--- src/rtl/mod_updown_counter.sv ---
// Parametrised up/down counter: wrap or saturate at limits, clear, load, prescaled enable.
// q and rollover are registered (1 edge after clr/load/step); tc is combinational from q and up.
// No backpressure: every edge performs exactly one of clear, load, count or hold.
module mod_updown_counter #(
   parameter int              WIDTH     = 4,
   parameter longint unsigned MAX_VALUE = (64'd1 << WIDTH) - 64'd1,
   parameter int              PRESCALE  = 1,
   parameter bit              SATURATE  = 1'b0
) (
   input  logic             clk,
   input  logic             reset,
   input  logic             clr,
   input  logic             load,
   input  logic [WIDTH-1:0] load_value,
   input  logic             en,
   input  logic             up,
   output logic [WIDTH-1:0] q,
   output logic             tc,
   output logic             rollover
);

   localparam int PSW = (PRESCALE > 1) ? $clog2(PRESCALE) : 1;
   localparam logic [WIDTH-1:0] MAXV = MAX_VALUE[WIDTH-1:0];

   // High on the enabled edge that completes a prescale period.
   logic ps_last;
   logic step;
   logic at_limit;

   assign step     = en && ps_last;
   assign at_limit = up ? (q == MAXV) : (q == '0);

   generate
      if (PRESCALE == 1) begin : g_nops
         // Every enabled edge is a step; no prescale state is needed.
         assign ps_last = 1'b1;
      end else begin : g_ps
         logic [PSW-1:0] ps;
         assign ps_last = (ps == PSW'(PRESCALE - 1));

         // Prescale counter: restarts on reset/clear/load, advances on enabled edges.
         always_ff @(posedge clk or posedge reset) begin
            if (reset) begin
               ps <= '0;
            end else if (clr || load) begin
               ps <= '0;
            end else if (en) begin
               ps <= ps_last ? '0 : ps + 1'b1;
            end
         end
      end
   endgenerate

   // Count register and rollover pulse, priority clr > load > step.
   always_ff @(posedge clk or posedge reset) begin
      if (reset) begin
         q        <= '0;
         rollover <= 1'b0;
      end else if (clr) begin
         q        <= '0;
         rollover <= 1'b0;
      end else if (load) begin
         q        <= (load_value > MAXV) ? MAXV : load_value;
         rollover <= 1'b0;
      end else if (step) begin
         rollover <= at_limit;
         if (at_limit) begin
            // At a limit: wrap to the opposite end, or hold when saturating.
            if (SATURATE == 1'b0) begin
               q <= up ? '0 : MAXV;
            end
         end else begin
            q <= up ? q + 1'b1 : q - 1'b1;
         end
      end else begin
         rollover <= 1'b0;
      end
   end

   // Terminal count follows the direction input with no latency.
   assign tc = at_limit;

endmodule

--- config.mk ---
export PLATFORM = sky130hd
export DESIGN_NAME = mod_updown_counter
export DESIGN_NICKNAME = d
export VERILOG_FILES = /design/src/rtl/mod_updown_counter.sv
export SDC_FILE = /design/constraint.sdc
export NUM_CORES = 1
export LEC_CHECK = 0
export BUFFER_PORTS_ARGS = -buffer_cell sky130_fd_sc_hd__buf_2
export CELL_PAD_IN_SITES_DETAIL_PLACEMENT = 0
export CELL_PAD_IN_SITES_GLOBAL_PLACEMENT = 1
export CORE_AREA = 2 2 39 41
export CTS_CLUSTER_SIZE = 12
export DETAILED_ROUTE_END_ITERATION = 8
export DIE_AREA = 0 0 41 43
export HOLD_SLACK_MARGIN = 0.05
export PLACE_DENSITY = 0.78
export SKIP_CTS_REPAIR_TIMING = 1
export SYNTH_ARGS = -nofsm -noshare
export SYNTH_HDL_FRONTEND = slang
export SYNTH_SLANG_ARGS = --single-unit
--- constraint.sdc ---
create_clock -name clk -period 3.1 [get_ports clk]
set_input_delay 0.31 -clock clk [delete_from_list [all_inputs] [get_ports clk]]
set_output_delay 0.31 -clock clk [all_outputs]
set_load 0.05 [all_outputs]
==> key figures, run 1 <==
Detailed routing
  – WL/cell: approximately 11 um
  – Initial DRT Pass Iterations: 4
  – Post-route ant nets: 0
  – Drt initial violations: 2
  – Post-Route WL: ~930 um
  – Vias per cell: between 4 and 5
  – Via count: 400
  – DR DRC count: 0

Run
  – Maxcap violations: 0

Timing
  – Post-route setup TNS: 0 ps
  – Final Hold Fails: 0
  – Unrepaired setup endpoints after global routing: no
  – Crit path time final: roughly 2000 ps
  – Fin crit share: between 60% and 70%
  – Worst Skew: around 1.5 ps
  – Final setup viols: 0
  – Slew @ Worst Pin: roughly 260 ps
  – Slew Limit Fails: 0
  – Max_slew headroom: 83.1%
  – Fmax achieved: about 490 MHz
  – Final hold slack: 293 ps

CTS
  – CTS tree: yes
  – Later-pin clock latency in the skew report: about 230 ps
  – Root Buffer: clkbuf_4
  – H-tree Lvls: 1
  – CTS Sinks: 5
  – Max Buffers Root-to-Sink: 2
  – TritonCTS Buffers: 3
  – Reg clk slew, reported paths: around 40 ps

Logic synthesis
  – Mean Syn Cell Area: ~8.4 um^2
  – Cell count after synthesis: 48
  – Yosys cell types: 23
  – Warnings from Yosys: 0
  – Synthesized cell area: just over 400 um^2
  – Syn Nets: 61
  – FF+latch count, synth: 5
  – Post-synthesis sequential area ratio: 31.1%

Finish
  – Share of cells above drive strength 1: 31.3%
  – Ant diodes: 0
  – Post-route cell area: approximately 530 um^2
  – Final #Nets: 81
  – Synth-to-Final Area Change: 31.7%

Global route
  – Grt total ovfl: 0
  – Initial antenna violation count: 0
  – Overall Global Routing Usage: between 10% and 20%
  – Global-route wire length before repair: roughly 1.5 mm
  – Largest net degree at the start of global routing: 11
  – Vias in the first global route: approximately 370

Setup path
  – CP required: around 2800 ps
  – Crit-path max FO: 6
  – Kind of critical path: reg -> out
  – Worst setup SP type: flip-flop
  – Nature of the critical path endpoint: output port
  – Crit path DAT: ~1700 ps

Floorplan
  – Die Height: approximately 43 um
  – Starting Density: between 20 and 30%
  – Die Area: roughly 1800 um^2
  – # IOs: 16
  – Die width: a little over 40 um
  – Core ar.: about 1400 um^2
  – Row count: 14

Pwr
  – Leakage: ~0.26 nW
  – Peak supply drop: 0.000172 V
  – Power, Total: roughly 0.23 mW
  – Pwr Density: ~430 nW/um^2

Placement
  – GPL Wtd Cong: between 0.7 and 0.8
  – Dpl hpwl: ~750 um
  – Area after DPL: a little under 500 um^2
  – PortBufs: 15

Worst hold path
  – Hold Crit Class: in -> reg

Status
  – Status: finished, final reports clean
## through the flow
step	setup WS (ps)	std cells	util, %
2_1_floorplan	1130	48	-
3_3_place_gp	1330	78	35.7
3_5_place_dp	1310	78	35.7
4_1_cts	1050	82	37.6
5_1_grt	989	83	38.3
6_report	1060	83	38.3
## registers in the layout (all words and copies together) (netlist names)
register,flops
rollover,1
q,4
## synthesized netlist by cell type
cell type,instances,area (um^2)
a21oi_1,6,30.0
dfrtp_1,5,125
a21o_1,1,7.51
nor2b_1,2,12.5
nor2_1,5,18.8
inv_1,4,15.0
xnor2_1,3,26.3
ha_1,2,25.0
nand2_1,3,11.3
o21ai_0,2,10.0
o21a_4,1,15.0
clkbuf_1,1,3.75
and4_1,1,8.76
fa_1,1,20.0
nand2b_1,1,6.26
clkinv_2,1,5.00
or4_4,1,11.3
nor3b_1,1,7.51
o21ai_1,1,5.00
mux2i_1,1,10.0
nor3_1,3,15.0
or3_1,1,6.26
o211ai_1,1,7.51
## worst paths after layout
path | startpoint | end | slack [ps] | cells after the start
max in group asynchronous | reset | q[2]$_DFFE_PP0P_ | 2420 | 3
min | clr | q[1]$_DFFE_PP0P_ | 290 | 2
max | q[0]$_DFFE_PP0P_ | tc | 1060 | 4
min reg2reg | q[2]$_DFFE_PP0P_ | rollover$_DFF_PP0_ | 710 | 2
min in group asynchronous | reset | q[3]$_DFFE_PP0P_ | 510 | 3
max reg2reg | q[1]$_DFFE_PP0P_ | q[3]$_DFFE_PP0P_ | 1480 | 6
## critical path, cell delays in order (launching register included)
cell and delay [ps]:
dfrtp_1 430, or4_4 550, o21a_4 220, clkinv_2 50
buf_2 250
## placed cells by master, fill, tap and decap left out, types with 2 or more instances in the layout
cell and n:
buf_2 15, a21oi_1 6, nor2_1 5, dfrtp_1 5, inv_1 4, nand2_1 3
xnor2_1 3, nor3_1 3, clkbuf_4 3, nor2b_1 2, o21ai_0 2, ha_1 2
## area by class of cell
class                      instances  area [um^2]
inverter                           5         20.0
timing repair buffer              16         85.1
clock buffer                       4         26.3
fill                             147          853
tap                               16         20.0
sequential                         5          125
multi-input combinational         37          254
## cell families (layout without fill, tap and decap cells)
kind of cell	Yosys count	count (layout)	synth area share (%)
buffers and inverters	6	25	5.90
xor gates and xnor gates	3	3	6.52
DFF	5	5	31.1
adders and majority gates	3	3	11.2
and+or+nand+nor	18	18	24.2
muxes	1	1	2.48
AOI/OAI and AO/OA	12	12	18.6
## per-layer routing
layer / part of all wire, % / wire [um] / vias up / GRT usage (%)
met5: 0 / 0 / - / 0
met4: 0.65 / 6 / 0 / 8.00
met3: 4.0 / 37 / 2 / 4.71
met2: 51 / 472 / 10 / 19.7
met1: 44 / 411 / 184 / 15.1
li1: - / - / 204 / -
## report_power, final
part	internal [mW]	switching, mW
clock	0.0485	0.0237
combinational	0.0311	0.0492
sequential	0.0701	0.00684
Note: power is estimated with default switching activity, not from simulation.
==> run 2: changes to the inputs <==
Settings changed: CORE_AREA 2 2 39 41 to unset, CORE_MARGIN set to 1, CORE_UTILIZATION set to 28, DIE_AREA 0 0 41 43 to unset, PLACE_DENSITY 0.78 to 0.76.
Clock period 3.1 ns to 1.8 ns, I/O delays scaled along.
==> run 2 against run 1 <==
Count of clock-buffer cells in the layout stayed put. Sequential share of layout area is 0.95 points lower. Sequential power is 72% higher. Critical endpoint unchanged. Register-to-register slack worse by 1300 ps.
==> key figures, run 2 (synthesis results as in run 1) <==
Status
  – Status: finished, final reports clean

Finish
  – FILL cells: 131 (-11%)
  – Share of cells above drive strength 1: 38.6% (+7.2 points)
  – Commonest cells after routing, fill and taps aside: 14 x buf_2, 6 x a21oi_1, 5 x nor2_1
  – Largest register FFs: 4 (unchanged)
  – Commonest non-fill, non-tap cell in the layout: buf_2
  – Synth-to-Final Area Change: 41.3%
  – Biggest regs: q x4, rollover x1
  – Final #Nets: 84 (+3.7%)
  – Ant diodes: 0 (unchanged)
  – Biggest register: q
  – Util after Layout: 43.2% (+4.9 points)

Timing
  – Worst Skew: 7.50 ps (+5.95 ps)
  – Post-route setup TNS: 0 ps (unchanged)
  – Final hold slack: 163 ps (-130 ps)
  – Slew @ Worst Pin: 258 ps (+1.69 ps)
  – Max_slew headroom: 82.9% (-0.11 points)
  – Crit path time final: ~1800 ps
  – Final setup viols: 0 (unchanged)
  – Fmax achieved: roughly 560 MHz
  – Unrepaired setup endpoints after global routing: yes
  – Final Hold Fails: 0 (unchanged)
  – Slew Limit Fails: 0 (unchanged)
  – Fin crit share: about 100%

Detailed routing
  – Vias per cell: 4.54 (-5.8%)
  – Via count: 386 (-3.5%)
  – WL/cell: 10.7 um (-4.0%)
  – Initial DRT Pass Iterations: 2 (-2)
  – Post-route ant nets: 0 (unchanged)
  – Post-Route WL: 911 um (-1.7%)
  – Drt initial violations: 2 (unchanged)
  – DR DRC count: 0 (unchanged)

Setup path
  – Crit path DAT: 1610 ps (-120 ps)
  – Crit-path max FO: 4 (-2)
  – Worst setup SP type: flip-flop
  – Kind of critical path: reg -> out
  – Nature of the critical path endpoint: output port
  – CP required: 1620 ps (-1170 ps)

CTS
  – TritonCTS Buffers: 3 (unchanged)
  – H-tree Lvls: 1 (unchanged)
  – Root Buffer: clkbuf_4
  – CTS Sinks: 5 (unchanged)
  – Reg clk slew, reported paths: 40 ps (about the same)
  – Later-pin clock latency in the skew report: 240 ps (about the same)
  – CTS tree: yes
  – Max Buffers Root-to-Sink: 2 (unchanged)

Global route
  – Overall Global Routing Usage: 12.0% (-1.1 points)
  – Global-route wire length before repair: 1.27 mm (-17%)
  – Grt total ovfl: 0 (unchanged)
  – Initial antenna violation count: 0 (unchanged)
  – Largest net degree at the start of global routing: 11 (unchanged)
  – Vias in the first global route: 302 (-17%)

Pwr
  – Pwr Density: 720 nW/um^2 (+66%)
  – Power, Total: 0.410 mW (+79%)
  – Leakage: 0.277 nW (+5.0%)
  – Peak supply drop: 0.000525 V (+200%)

Floorplan
  – Die Height: 39.9 um (-7.1%)
  – Starting Density: 30.6% (+1.5 points)
  – Die width: 39.9 um (-2.6%)
  – Row count: 13 (-1)
  – # IOs: 16 (unchanged)
  – Die Area: 1590 um^2 (-9.6%)
  – Core ar.: 1320 um^2 (-4.8%)

Placement
  – PortBufs: 15 (unchanged)
  – GPL Wtd Cong: 0.742 (+0.24%)
  – Dpl hpwl: 707 um (-6.0%)

Worst hold path
  – Hold Crit Class: in -> reg

Run
  – Maxcap violations: 0 (unchanged)
-- run 2: cell types whose count changed in the layout (fill, tap and decap cells not counted), sizes merged --
cell and delta:
buf +3
-- run 2: per-layer routing --
metal  GRT usage (%)  up-vias  share of wire [%]
li1                -      210                  -
met1            14.4      168                 40
met2            21.0        8                 57
met3            5.00        0                2.7
met4               0        0                  0
met5               0        -                  0
-- run 2: stage by stage --
step / area (um^2) / worst slack, ps / instances
3_5_place_dp: 500 / 141 / 77
4_1_cts: 527 / -114 / 81
2_1_floorplan: 410 / 35.6 / 48
5_1_grt: 569 / -28.0 / 85
6_report: 569 / 12.4 / 85
3_3_place_gp: 500 / 157 / 77
-- run 2: where the power goes --
| group | internal, mW | total, mW | switching, mW |
|---|---|---|---|
| Clock | 0.0834 | 0.123 | 0.0398 |
| Sequential | 0.122 | 0.132 | 0.0100 |
| Combinational | 0.0655 | 0.155 | 0.0893 |
-- run 2: cell type report --
type	instances	area (um^2)	area share, %
multi-input cells	37	254	44.6
flip-flops and latches	5	129	22.6
repair buffers	19	118	20.7
clock buffers	4	26.3	4.62
inverters	5	23.8	4.18
well taps	15	18.8	3.30
-- run 2: worst max-delay path: stages (launching register included) --
cell	delay, ps
dfrtp_2	410
or4_4	540
o21a_4	230
clkinv_4	50
buf_8	130
-- run 2: path summary, 6_finish.rpt --
path | from | endpoint | slack, ps | cells after the start
min in group asynchronous | reset | q[3]$_DFFE_PP0P_ | 390 | 3
worst max-delay path | q[3]$_DFFE_PP0P_ | tc | 10 | 4
worst min register to register | q[2]$_DFFE_PP0P_ | q[1]$_DFFE_PP0P_ | 730 | 3
worst min-delay path | clr | q[1]$_DFFE_PP0P_ | 160 | 2
max in group asynchronous | reset | q[0]$_DFFE_PP0P_ | 1230 | 3
worst max register to register | q[1]$_DFFE_PP0P_ | q[3]$_DFFE_PP0P_ | 200 | 7
